### src/rtl/cpu_types_pkg.sv
// Shared CPU types: ALU operation encodings and the execute-stage FSM state.
package cpu_types_pkg;

  typedef enum logic [3:0] {
    AluAdd  = 4'd0,
    AluSub  = 4'd1,
    AluAnd  = 4'd2,
    AluOr   = 4'd3,
    AluXor  = 4'd4,
    AluNor  = 4'd5,
    AluSlt  = 4'd6,
    AluSltu = 4'd7,
    AluSll  = 4'd8,
    AluSrl  = 4'd9
  } aluop_t;

  typedef enum logic [1:0] {
    RUN    = 2'd0,
    HOLD   = 2'd1,
    HALTED = 2'd2
  } ex_state_t;

endpackage

### src/rtl/alu.sv
// Combinational ALU: result, signed-overflow flag for ADD/SUB, and zero flag.
module alu
  import cpu_types_pkg::*;
#(
  parameter int unsigned WORD_W = 32
) (
  input  aluop_t            op,
  input  logic [WORD_W-1:0] a,
  input  logic [WORD_W-1:0] b,
  output logic [WORD_W-1:0] result,
  output logic              overflow,
  output logic              zero
);

  localparam int unsigned ShW = $clog2(WORD_W);
  localparam int unsigned Msb = WORD_W - 1;

  logic [WORD_W-1:0] sum;
  logic [WORD_W-1:0] diff;

  assign sum  = a + b;
  assign diff = a - b;

  always_comb begin
    result   = '0;
    overflow = 1'b0;
    unique case (op)
      AluAdd: begin
        result   = sum;
        overflow = (a[Msb] == b[Msb]) && (sum[Msb] != a[Msb]);
      end
      AluSub: begin
        result   = diff;
        // Subtraction is a + ~b + 1, so the sign test is against ~b.
        overflow = (a[Msb] == ~b[Msb]) && (diff[Msb] != a[Msb]);
      end
      AluAnd:  result = a & b;
      AluOr:   result = a | b;
      AluXor:  result = a ^ b;
      AluNor:  result = ~(a | b);
      AluSlt:  result = {{(WORD_W-1){1'b0}}, $signed(a) < $signed(b)};
      AluSltu: result = {{(WORD_W-1){1'b0}}, a < b};
      AluSll:  result = b << a[ShW-1:0];
      AluSrl:  result = b >> a[ShW-1:0];
      default: result = '0;
    endcase
  end

  assign zero = (result == '0);

endmodule

### src/rtl/pipeline_execute_stage.sv
// Execute stage: runs the ALU on ID/EX fields and registers the EX/MEM latch,
// handling stall/flush, overflow trapping and sticky halt.
module pipeline_execute_stage
  import cpu_types_pkg::*;
#(
  parameter int unsigned WORD_W        = 32,
  parameter bit          OF_TRAP_HALTS = 1'b1
) (
  input  logic              CLK,
  input  logic              RST,
  input  logic              id_valid,
  input  aluop_t            ID_alu_op_OUT,
  input  logic [WORD_W-1:0] ID_ALUSrc1_OUT,
  input  logic [WORD_W-1:0] ID_ALUSrc2_OUT,
  input  logic [WORD_W-1:0] ID_rdat2_OUT,
  input  logic [WORD_W-1:0] ID_RegDest_OUT,
  input  logic              ID_RegWen_OUT,
  input  logic              ID_mem2reg_OUT,
  input  logic              ID_pc2reg_OUT,
  input  logic              ID_MemWrite_OUT,
  input  logic              ID_careOF_OUT,
  input  logic              ID_halt_OUT,
  input  logic [WORD_W-1:0] ID_npc_OUT,
  input  logic              mem_stall,
  input  logic              ex_flush,
  output logic              ex_ready,
  output logic              EX_valid,
  output logic [WORD_W-1:0] EX_result,
  output logic [WORD_W-1:0] EX_rdat2,
  output logic [4:0]        EX_wsel,
  output logic              EX_RegWen,
  output logic              EX_mem2reg,
  output logic              EX_MemWrite,
  output logic              EX_halt,
  output logic              EX_overflow,
  output logic              EX_zero
);

  ex_state_t         state;
  logic [WORD_W-1:0] alu_result;
  logic              alu_overflow;
  logic              alu_zero;
  logic              bubble;
  logic              trap;
  logic              halt_next;
  logic              unused_regdest;

  assign unused_regdest = ^ID_RegDest_OUT[WORD_W-1:5];

  alu #(
    .WORD_W(WORD_W)
  ) u_alu (
    .op      (ID_alu_op_OUT),
    .a       (ID_ALUSrc1_OUT),
    .b       (ID_ALUSrc2_OUT),
    .result  (alu_result),
    .overflow(alu_overflow),
    .zero    (alu_zero)
  );

  assign ex_ready  = !mem_stall && (state != HALTED);
  assign bubble    = ex_flush || !id_valid;
  // A pc2reg instruction discards the ALU result, so it can never trap.
  assign trap      = ID_careOF_OUT && alu_overflow && !ID_pc2reg_OUT;
  assign halt_next = ID_halt_OUT || (trap && OF_TRAP_HALTS);

  always_ff @(posedge CLK) begin
    if (RST) begin
      state       <= RUN;
      EX_valid    <= 1'b0;
      EX_result   <= '0;
      EX_rdat2    <= '0;
      EX_wsel     <= '0;
      EX_RegWen   <= 1'b0;
      EX_mem2reg  <= 1'b0;
      EX_MemWrite <= 1'b0;
      EX_halt     <= 1'b0;
      EX_overflow <= 1'b0;
      EX_zero     <= 1'b0;
    end else begin
      unique case (state)
        HALTED: state <= HALTED;
        default: begin
          if (ex_ready && !bubble && halt_next) state <= HALTED;
          else if (mem_stall)                   state <= HOLD;
          else                                  state <= RUN;
        end
      endcase

      // Latch only moves when accepting; HALTED keeps ex_ready low, so EX_halt sticks.
      if (ex_ready) begin
        if (bubble) begin
          EX_valid    <= 1'b0;
          EX_RegWen   <= 1'b0;
          EX_mem2reg  <= 1'b0;
          EX_MemWrite <= 1'b0;
          EX_halt     <= 1'b0;
          EX_overflow <= 1'b0;
        end else begin
          EX_valid    <= 1'b1;
          EX_result   <= ID_pc2reg_OUT ? ID_npc_OUT : alu_result;
          EX_rdat2    <= ID_rdat2_OUT;
          EX_wsel     <= ID_RegDest_OUT[4:0];
          EX_RegWen   <= ID_RegWen_OUT && !trap;
          EX_mem2reg  <= ID_mem2reg_OUT;
          EX_MemWrite <= ID_MemWrite_OUT && !trap;
          EX_halt     <= halt_next;
          EX_overflow <= trap;
          EX_zero     <= alu_zero;
        end
      end
    end
  end

endmodule

### config.mk
export PLATFORM = sky130hd
export DESIGN_NAME = pipeline_execute_stage
export DESIGN_NICKNAME = d
export VERILOG_FILES = /design/src/rtl/cpu_types_pkg.sv /design/src/rtl/alu.sv /design/src/rtl/pipeline_execute_stage.sv
export SDC_FILE = /design/constraint.sdc
export NUM_CORES = 1
export LEC_CHECK = 0
export CORE_UTILIZATION = 38
export DETAILED_ROUTE_END_ITERATION = 10
export GPL_TIMING_DRIVEN = 0
export PLACE_DENSITY_LB_ADDON = 0.25
export SLEW_MARGIN = 20
export SYNTH_ARGS = -nofsm -noshare
export SYNTH_HDL_FRONTEND = slang
export SYNTH_HIERARCHICAL = 1
export SYNTH_SLANG_ARGS = --single-unit
export TNS_END_PERCENT = 100
### constraint.sdc
create_clock -name CLK -period 7 [get_ports CLK]
set_input_delay 1.4 -clock CLK [delete_from_list [all_inputs] [get_ports CLK]]
set_output_delay 1.4 -clock CLK [all_outputs]
set_load 0.01 [all_outputs]
==> Yosys cells after proc, flatten, opt, wreduce, memory -nomap -nowiden <==
Cells that the tools add are included.
{ "word_totals": {"ff_bits": 78, "in_bits": 175, "n_memories": 0, "ramBits": 0, "mem_bits_ro": 0, "output_inout_bits": 77, "latch_bits": 0, "wordCells": 71} }
{ "op_classes": {"n_reduce_logical": 20, "shift": 2, "eq_ne": 15, "n_lt_le_gt_ge": 2, "muxes": 12, "n_addsub": 2, "div_mod_pow": 0, "multipliers": 0, "n_bitwise": 6} }
{ "op_table": {"columns": ["op", "count"], "rows": [
  ["$pmux 32 s10", 1],
  ["$lt 32x32->1", 2],
  ["$add 32x32->32", 1],
  ["$and 32x32->32", 1],
  ["$logic_not 32->1", 1],
  ["$mux 32", 1],
  ["$not 32->32", 1],
  ["$or 32x32->32", 1],
  ["$shl 32x5->32", 1],
  ["$shr 32x5->32", 1],
  ["$sub 32x32->32", 1],
  ["$xor 32x32->32", 1],
  ["$eq 4x3->1 const B", 4],
  ["$logic_and 1x1->1", 9],
  ["$eq 4x2->1 const B", 2],
  ["$eq 4x4->1 const B", 2],
  ["$mux 1", 7],
  ["$logic_not 1->1", 5],
  ["$eq 4x1->1 const B", 1],
  ["$logic_not 4->1", 1],
  ["$mux 2", 2],
  ["$reduce_or 3->1", 1],
  ["$eq 1x1->1", 2],
  ["$eq 2x2->1 const B", 1],
  ["other kinds (6)", 9]
]} }

==> Logic depth before layout (Yosys ltp) <==
Gate-level depths: netlist of the first run.
{ "logic_depth": {"depth_word": 10, "depth_mapped": 21, "depth_no_buf": 15} }

==> Hierarchy <==
The synthesis of the first run kept the hierarchy.
{ "modules_own_cells": {"columns": ["module", "cells_per_inst", "area_per_inst_um2", "instances", "seq_area_each_um2"], "rows": [
  ["alu", 1354, 9511.6, 1, 0.0],
  ["pipeline_execute_stage", 350, 3219.3, 1, 1561.5]
]} }

==> Worst setup path after synthesis of the first run <==
OpenSTA, ideal clock, no wires.
{ "synth_timing": {"path_type": "in2reg", "start": "in ID_ALUSrc1_OUT[2]", "end": "reg EX_zero", "t_arrival_ps": 6456, "setup_time_ps": 70, "t_required_ps": 6930, "path_slack_ps": 474, "path_buffers": 5, "cell_stages": 19, "cell_sequence": "inv_1 -> clkbuf_1 -> clkbuf_1 -> buf_1 -> buf_1 -> ha_1 -> clkbuf_1 -> and3_1 -> a221oi_1 -> o21bai_1 -> a21o_1 -> a221o_1 -> a211o_1 -> nand4bb_1 -> or4_1 -> or4_1 -> nor4_2 -> nand3_1 -> a21oi_1"} }
{ "synth_via": {"word_cells_on_any_way": 12, "classes_between": "add/sub (2); order compare (2); shift (2); mux (1); bitwise (4); reduce/logical (1)"} }
{ "synth_rtl": {"columns": ["item", "line_no", "source"], "rows": [
  ["start: declaration", "pipeline_execute_stage.sv:13", "input logic [WORD_W-1:0] ID_ALUSrc1_OUT,"],
  ["$sub 32x32->32, or another cell as far along", "alu.sv:22", "assign diff = a - b;"],
  ["$pmux 32 s10 (*)", "alu.sv:27", "unique case (op)"],
  ["net alu_result[13]", "pipeline_execute_stage.sv:40", "logic [WORD_W-1:0] alu_result;"],
  ["$logic_not 32->1 (*)", "alu.sv:49", "assign zero = (result == '0);"],
  ["net alu_zero", "pipeline_execute_stage.sv:42", "logic alu_zero;"],
  ["end signal: assignment", "pipeline_execute_stage.sv:109", "EX_zero <= alu_zero;"],
  ["end: declaration", "pipeline_execute_stage.sv:36", "output logic EX_zero"]
]} }
The timed path passes the listed nets; every way through them passes the cells marked *.
A chain may end at the register's enable or synchronous reset.

==> Worst setup path in the final report of the first run <==
{ "layout_timing": {"start": "in ID_ALUSrc1_OUT[3]", "end": "reg EX_zero"} }
The elaborated chain is that of the path after synthesis.

==> flow_metrics.env, run 1 <==
export IMPL_drive_gt1_frac=0.0922
export IMPL_cts_made_buffers=9
export IMPL_vias=16100
export IMPL_synth_edf_count=0
export IMPL_netlist_instances=1704
export IMPL_ys_seq_area_frac=0.123
export IMPL_wl_per_cell_um=30.1
export IMPL_cts_max_path_buffers=2
export IMPL_powerDensity_nw_per_um2=132
export IMPL_slew_headroom=0.182
export IMPL_numPortBuffers=223
export IMPL_die_x_um=185
export IMPL_rsz0062_at_grt="false"
export IMPL_critPathMaxStageDelay_ns=0.54
export IMPL_drv_slew=0
export IMPL_ios=252
export IMPL_setup_viol=0
export IMPL_overflow=0
export IMPL_place_congestion=1.05
export IMPL_path_cells="clkdlybuf4s50_1 > clkbuf_2 > inv_4 > buf_2 > buf_4 > ha_1 > clkbuf_2 > a21o_1 > a221oi_4 > o21bai_1 > a21o_1 > a221o_1 > a211o_1 > nand4bb_1 > or4_1 > or4_1 > nor4_2 > nand3_1 > a21oi_1"
export IMPL_remaining_drc_errors=0
export IMPL_clock_latency_ns=0.35
export IMPL_yosysWarnings=6
export IMPL_htreeDepth=3
export IMPL_first_global_vias=15000
export IMPL_cp_data_arrival_time_ns=7.15
export IMPL_min_path_type="register to register"
export IMPL_cts_root_buffer="clkbuf_16"
export IMPL_swShare=0.447
export IMPL_antenna_found_initial=2
export IMPL_start_kind="input port"
export IMPL_finalHoldViolations=0
export IMPL_mostFrequentLayoutCells="clkdlybuf4s50_1 (222), a21oi_1 (177), nand2_1 (137)"
export IMPL_n_fill_cell=3369
export IMPL_grt_usage=0.411
export IMPL_worst_pin_slew_ns=1.22
export IMPL_min_period_ns=6.87
export IMPL_first_iter_violations=2041
export IMPL_clockPowerShare=0.229
export IMPL_ant_nets=0
export IMPL_cts_clk_slew_worst_paths_ns=0.06
export IMPL_clkSinkCount=78
export IMPL_synth_seq_cells=78
export IMPL_seqPwrFrac=0.224
export IMPL_p_sw_mw=0.942
export IMPL_syn_area_um2=12700
export IMPL_post_route_period_util=0.982
export IMPL_ys_types=90
export IMPL_avgSynthCellArea_um2=7.47
export IMPL_critPathKind="input port to register"
export IMPL_p_comb_frac=0.548
export IMPL_vdd_drop_max_mv=0.123
export IMPL_skew_ns=0.0100
export IMPL_required_ns=7.28
export IMPL_cp_slowest_cell="or4_1"
export IMPL_die_area_um2=34200
export IMPL_intPower_mw=1.17
export IMPL_wl_mm=71.8
export IMPL_status="completed"
export IMPL_finish_utilization=0.488
export IMPL_cts_tree="done"
export IMPL_avgViaCountPerCell=6.74
export IMPL_layout_commonest_cell="clkdlybuf4s50_1"
export IMPL_setup_tns_ns=0
export IMPL_end_kind="register"
export IMPL_dpl_hpwl_mm=58.9
export IMPL_grt_max_degree=20
export IMPL_final_cells=2384
export IMPL_grt_pass1_wl_mm=103
export IMPL_syn_to_final_growth_pct=25.7
export IMPL_die_y_um=185
export IMPL_syn_nets=1977
export IMPL_initial_core_util=0.388
export IMPL_dr_pass1_iters=6
export IMPL_nNetsFinal=2209
export IMPL_async_reset_ff_frac=0
export IMPL_path_delay_family="compound AO/OA/AOI/OAI gates"
export IMPL_design_area_um2=16000
export IMPL_max_freq_mhz=145
export IMPL_core_um2=32800
export IMPL_rows=66
export IMPL_post_place_cells=2370
export IMPL_synth_main_ff_cell="dfxtp_1"
export IMPL_p_leak_nw=6.12
export IMPL_path_buf_inv=6
export IMPL_drv_cap=0
export IMPL_cp_max_fo=10
export IMPL_place_area_um2=15500
==> cell type report <==
cell class	count	area [um2]	area share
timing repair buffer	225	2240	0.140
tap	442	553	0.0346
buffer	144	684	0.0428
antenna	1	2.50	0.000156
clock buffer	9	225	0.0141
sequential	78	1560	0.0976
multi-input combinational	1379	10300	0.642
inverter	99	378	0.0236
clock inverter	7	80.1	0.00501
==> sequential cells by signal, summed over array words and instances, names as in the netlist <==
signal / flops
EX_wsel: 5
EX_mem2reg: 1
EX_rdat2: 32
EX_halt: 1
state: 2
EX_valid: 1
EX_MemWrite: 1
EX_overflow: 1
EX_result: 32
EX_zero: 1
EX_RegWen: 1
==> path summary, 6_finish.rpt <==
path              depth (start not counted)  slack (ns)                startpoint                        to
setup / recovery                         19        0.13         ID_ALUSrc1_OUT[3]      EX_zero$_SDFFE_PP0P_
hold / removal                            1        0.47  EX_MemWrite$_SDFFE_PP0P_  EX_MemWrite$_SDFFE_PP0P_
setup reg to reg                          4        5.40       state[0]$_SDFF_PP0_   EX_mem2reg$_SDFFE_PP0P_
hold reg to reg                           1        0.47  EX_MemWrite$_SDFFE_PP0P_  EX_MemWrite$_SDFFE_PP0P_
==> power groups by stage <==
stage / logic [mW] / registers, mW / clock network [mW]
2_1_floorplan: 0.614 / 0.489 / 0
3_3_place_gp: 1.09 / 0.481 / 0
3_5_place_dp: 1.09 / 0.481 / 0
4_1_cts: 1.10 / 0.471 / 0.487
5_1_grt: 1.20 / 0.473 / 0.503
6_report: 1.15 / 0.471 / 0.482
==> logic make-up after synthesis <==
| kind of cell | count (synthesis) | share of synthesized area |
|---|---|---|
| flops | 78 | 0.123 |
| compound gates | 632 | 0.333 |
| mux | 156 | 0.169 |
| simple gates | 484 | 0.190 |
| buf+inv | 247 | 0.0819 |
| fa+ha+maj | 98 | 0.0975 |
| xor+xnor | 9 | 0.00619 |
==> repair_timing <==
action                                  4_1_cts  5_1_grt
endpoints found under the setup margin       30        5
hold buffers                                  0        0
gates resized for setup                      25       22
buffers inserted                              1        0
pin swaps                                     3        2
==> synthesized netlist by cell type, types with 16 or more instances <==
cell type	number	area (um2)
o21ai_0	89	445
buf_2	25	125
a211oi_1	65	488
nor2_1	100	375
o22ai_1	17	106
nor2b_1	20	125
a21o_1	16	120
o21ai_1	21	105
inv_1	95	357
mux2_2	21	236
a21oi_1	179	896
o221ai_1	17	149
mux2i_1	88	881
ha_1	96	1200
mux4_2	45	1010
nand3_1	73	365
dfxtp_1	78	1560
o211ai_1	24	180
nor3_1	28	140
nand2_1	137	514
a221o_1	18	180
nand2b_1	23	144
clkbuf_1	95	357
a221oi_1	30	263
a31oi_1	19	119
==> stage by stage <==
stage	total power, mW	hold slack [ns]	setup WS [ns]
2_1_floorplan	1.10	0.498	0.474
5_1_grt	2.18	0.491	0.0433
3_3_place_gp	1.57	0.449	-2.47
3_5_place_dp	1.57	0.461	-2.40
6_report	2.11	0.469	0.126
4_1_cts	2.06	0.474	0.0109
==> routing by layer <==
layer  vias up  GRT usage  part of all wire
li1       7004          -                 -
met1      7778      0.523              0.40
met2      1082      0.669              0.45
met3       206     0.0623             0.092
met4         2      0.217             0.057
met5         -          0           0.00014
Note: power is estimated with default switching activity, not from simulation.
==> run 2, diff against run 1 <==
--- a/config.mk
+++ b/config.mk
@@ -6,6 +6,7 @@
 export NUM_CORES = 1
 export LEC_CHECK = 0
 export CORE_UTILIZATION = 38
+export CTS_CLUSTER_SIZE = 20
 export DETAILED_ROUTE_END_ITERATION = 10
 export GPL_TIMING_DRIVEN = 0
 export PLACE_DENSITY_LB_ADDON = 0.25
==> constraint.sdc (replaced) <==
create_clock -name CLK -period 7.95 [get_ports CLK]
set_input_delay 1.59 -clock CLK [delete_from_list [all_inputs] [get_ports CLK]]
set_output_delay 1.59 -clock CLK [all_outputs]
set_load 0.01 [all_outputs]
==> run 2 against run 1 <==
Compared with the run above: routed wire length rose by 0.16%; die area is the same; global-route usage about the same; clock skew is 0.00068 ns lower; via count grew 0.60%; clock power shrank 11%; final cell count is 0.29% higher; sequential power is 12% lower; largest power group unchanged.
==> flow_metrics.env, run 2 (synthesis results as in run 1) <==
export IMPL_powerDensity_nw_per_um2=116
export IMPL_skew_ns=0.00935
export IMPL_setup_viol=0
export IMPL_avgViaCountPerCell=6.76
export IMPL_hold_depth=1
export IMPL_drv_slew=0
export IMPL_n_fill_cell=3370
export IMPL_critPathKind="input port to register"
export IMPL_critPathMaxStageDelay_ns=0.78
export IMPL_required_ns=8.18
export IMPL_path_cells="clkdlybuf4s50_1 > clkinvlp_4 > clkbuf_2 > buf_2 > buf_2 > ha_1 > clkbuf_1 > inv_1 > nand3_1 > a211oi_1 > o31ai_2 > a31oi_1 > a221o_1 > a311oi_1 > xnor2_1 > o32ai_1 > nand3b_1 > a32o_1"
export IMPL_drt_met1_wl_mm=29.0
export IMPL_intPower_mw=1.02
export IMPL_cts_hold_buf=0
export IMPL_ff_latch_area_um2=1560
export IMPL_dr_pass1_iters=5
export IMPL_cp_max_fo=10
export IMPL_place_ws_ns=-1.64
export IMPL_p_comb_frac=0.545
export IMPL_post_route_period_util=0.994
export IMPL_wl_per_cell_um=30.1
export IMPL_die_y_um=185
export IMPL_setup_tns_ns=0
export IMPL_first_iter_violations=1889
export IMPL_path_common_cell="buf_2"
export IMPL_reg2reg_from="state[0]$_SDFF_PP0_"
export IMPL_grt_usage=0.411
export IMPL_numPortBuffers=223
export IMPL_dpl_hpwl_mm=58.9
export IMPL_drive_gt1_frac=0.0862
export IMPL_die_area_um2=34200
export IMPL_ios=252
export IMPL_die_x_um=185
export IMPL_p_sw_mw=0.828
export IMPL_clkSinkCount=78
export IMPL_vdd_drop_max_mv=0.111
export IMPL_total_power_mw=1.85
export IMPL_nNetsFinal=2216
export IMPL_layout_commonest_cell="clkdlybuf4s50_1"
export IMPL_min_period_ns=7.90
export IMPL_htreeDepth=3
export IMPL_min_path_type="register to register"
export IMPL_worst_pin_slew_ns=1.18
export IMPL_antenna_found_initial=3
export IMPL_cts_clk_slew_worst_paths_ns=0.06
export IMPL_cts_max_path_buffers=2
export IMPL_drv_cap=0
export IMPL_ant_nets=0
export IMPL_final_cells=2391
export IMPL_clockPowerShare=0.231
export IMPL_worst_slack_ns=0.0492
export IMPL_seqPwrFrac=0.224
export IMPL_grt_max_degree=20
export IMPL_clock_latency_ns=0.35
export IMPL_crit_start="ID_ALUSrc1_OUT[2]"
export IMPL_rr_endpoint="EX_mem2reg$_SDFFE_PP0P_"
export IMPL_end_kind="register"
export IMPL_syn_to_final_growth_pct=25.2
export IMPL_start_kind="input port"
export IMPL_wl_mm=72.0
export IMPL_wl_met3_mm=6.66
export IMPL_cp_data_arrival_time_ns=8.14
export IMPL_post_place_cells=2370
export IMPL_swShare=0.447
export IMPL_grt_pass1_wl_mm=103
export IMPL_rows=66
export IMPL_mostFrequentLayoutCells="clkdlybuf4s50_1 (223), a21oi_1 (179), nand2_1 (137)"
export IMPL_cp_slowest_cell="clkdlybuf4s50_1"
export IMPL_initial_core_util=0.388
export IMPL_overflow=0
export IMPL_cts_made_buffers=9
export IMPL_remaining_drc_errors=0
export IMPL_wl_met2_mm=32.0
export IMPL_critPathCapture="EX_RegWen$_SDFFE_PP0P_"
export IMPL_max_freq_mhz=127
export IMPL_slew_headroom=0.212
export IMPL_worst_r2r_cell_count=4
export IMPL_p_leak_nw=6.12
export IMPL_vias=16200
export IMPL_multi_input_area_um2=10200
export IMPL_core_um2=32800
export IMPL_holdWs_ns=0.470
export IMPL_place_congestion=1.05
export IMPL_cts_root_buffer="clkbuf_16"
export IMPL_worstHoldStart="EX_MemWrite$_SDFFE_PP0P_"
export IMPL_reg_top3="EX_rdat2 x32, EX_result x32, EX_wsel x5"
export IMPL_finalHoldViolations=0
export IMPL_first_global_vias=15000
export IMPL_cts_tree="done"
export IMPL_rrSetupSlack_ns=6.37
export IMPL_status="completed"
export IMPL_top_layer_used="met5"
-- run 2: cell types whose count changed in the layout (fill, tap and decap cells not counted), moves of 2 or more --
cell	previous run	this run
a2111oi_2	2	0
a21oi_2	2	0
clkbuf_1	88	91
a21oi_1	177	179
clkbuf_2	5	2
a31oi_1	17	19
buf_4	10	13
buf_2	24	29
clkbuf_4	2	0
-- run 2: stage by stage --
stage | util | area [um2]
after floorplan | - | 12700
after global placement | 0.473 | 15500
after detailed placement | 0.474 | 15500
after CTS | 0.484 | 15900
after global routing | 0.486 | 15900
final | 0.486 | 15900
-- run 2: area by class of cell --
| class | instances | area share |
|---|---|---|
| clock inverters | 7 | 0.00503 |
| repair buffers | 230 | 0.143 |
| diodes | 1 | 0.000157 |
| well taps | 442 | 0.0347 |
| flip-flops and latches | 78 | 0.0980 |
| clock buffers | 9 | 0.0141 |
| multi-input cells | 1379 | 0.639 |
| inverters | 99 | 0.0236 |
| plain buffers | 146 | 0.0420 |
-- run 2: per-layer routing --
| layer | up-vias | GRT usage |
|---|---|---|
| met2 | 1189 | 0.662 |
| met5 | - | 0 |
| met3 | 215 | 0.0598 |
| met1 | 7755 | 0.526 |
| met4 | 2 | 0.225 |
| li1 | 7007 | - |
-- run 2: worst max-delay path, delay by kind of cell --
family	cells	cell delay [ns]
and+or+nand+nor	2	0.69
AOI/OAI and AO/OA	7	2.85
adders and majority gates	1	0.32
buffers and inverters	7	2.56
xor gates and xnor gates	1	0.12
-- run 2: repair_timing --
item | CTS | global route
buffers inserted | 0 | 6
endpoints found under the setup margin | 12 | 4
pin swaps | 0 | 2
gates resized for setup | 7 | 5
-- run 2: power groups by stage --
stage | Combinational (mW) | Clock [mW] | Sequential (mW)
3_5_place_dp | 0.961 | 0 | 0.424
6_report | 1.01 | 0.428 | 0.415
3_3_place_gp | 0.960 | 0 | 0.423
4_1_cts | 0.967 | 0.429 | 0.415
2_1_floorplan | 0.541 | 0 | 0.430
5_1_grt | 1.05 | 0.442 | 0.416
-- run 2: worst min-delay path by stage --
stage | to | slack [ns]
final | EX_MemWrite$_SDFFE_PP0P_ | 0.47
after global routing | EX_halt$_SDFFE_PP0P_ | 0.49
after CTS | EX_MemWrite$_SDFFE_PP0P_ | 0.47
after detailed placement | EX_MemWrite$_SDFFE_PP0P_ | 0.46
after global placement | EX_MemWrite$_SDFFE_PP0P_ | 0.45
after floorplan | EX_valid$_SDFFE_PP0P_ | 0.50
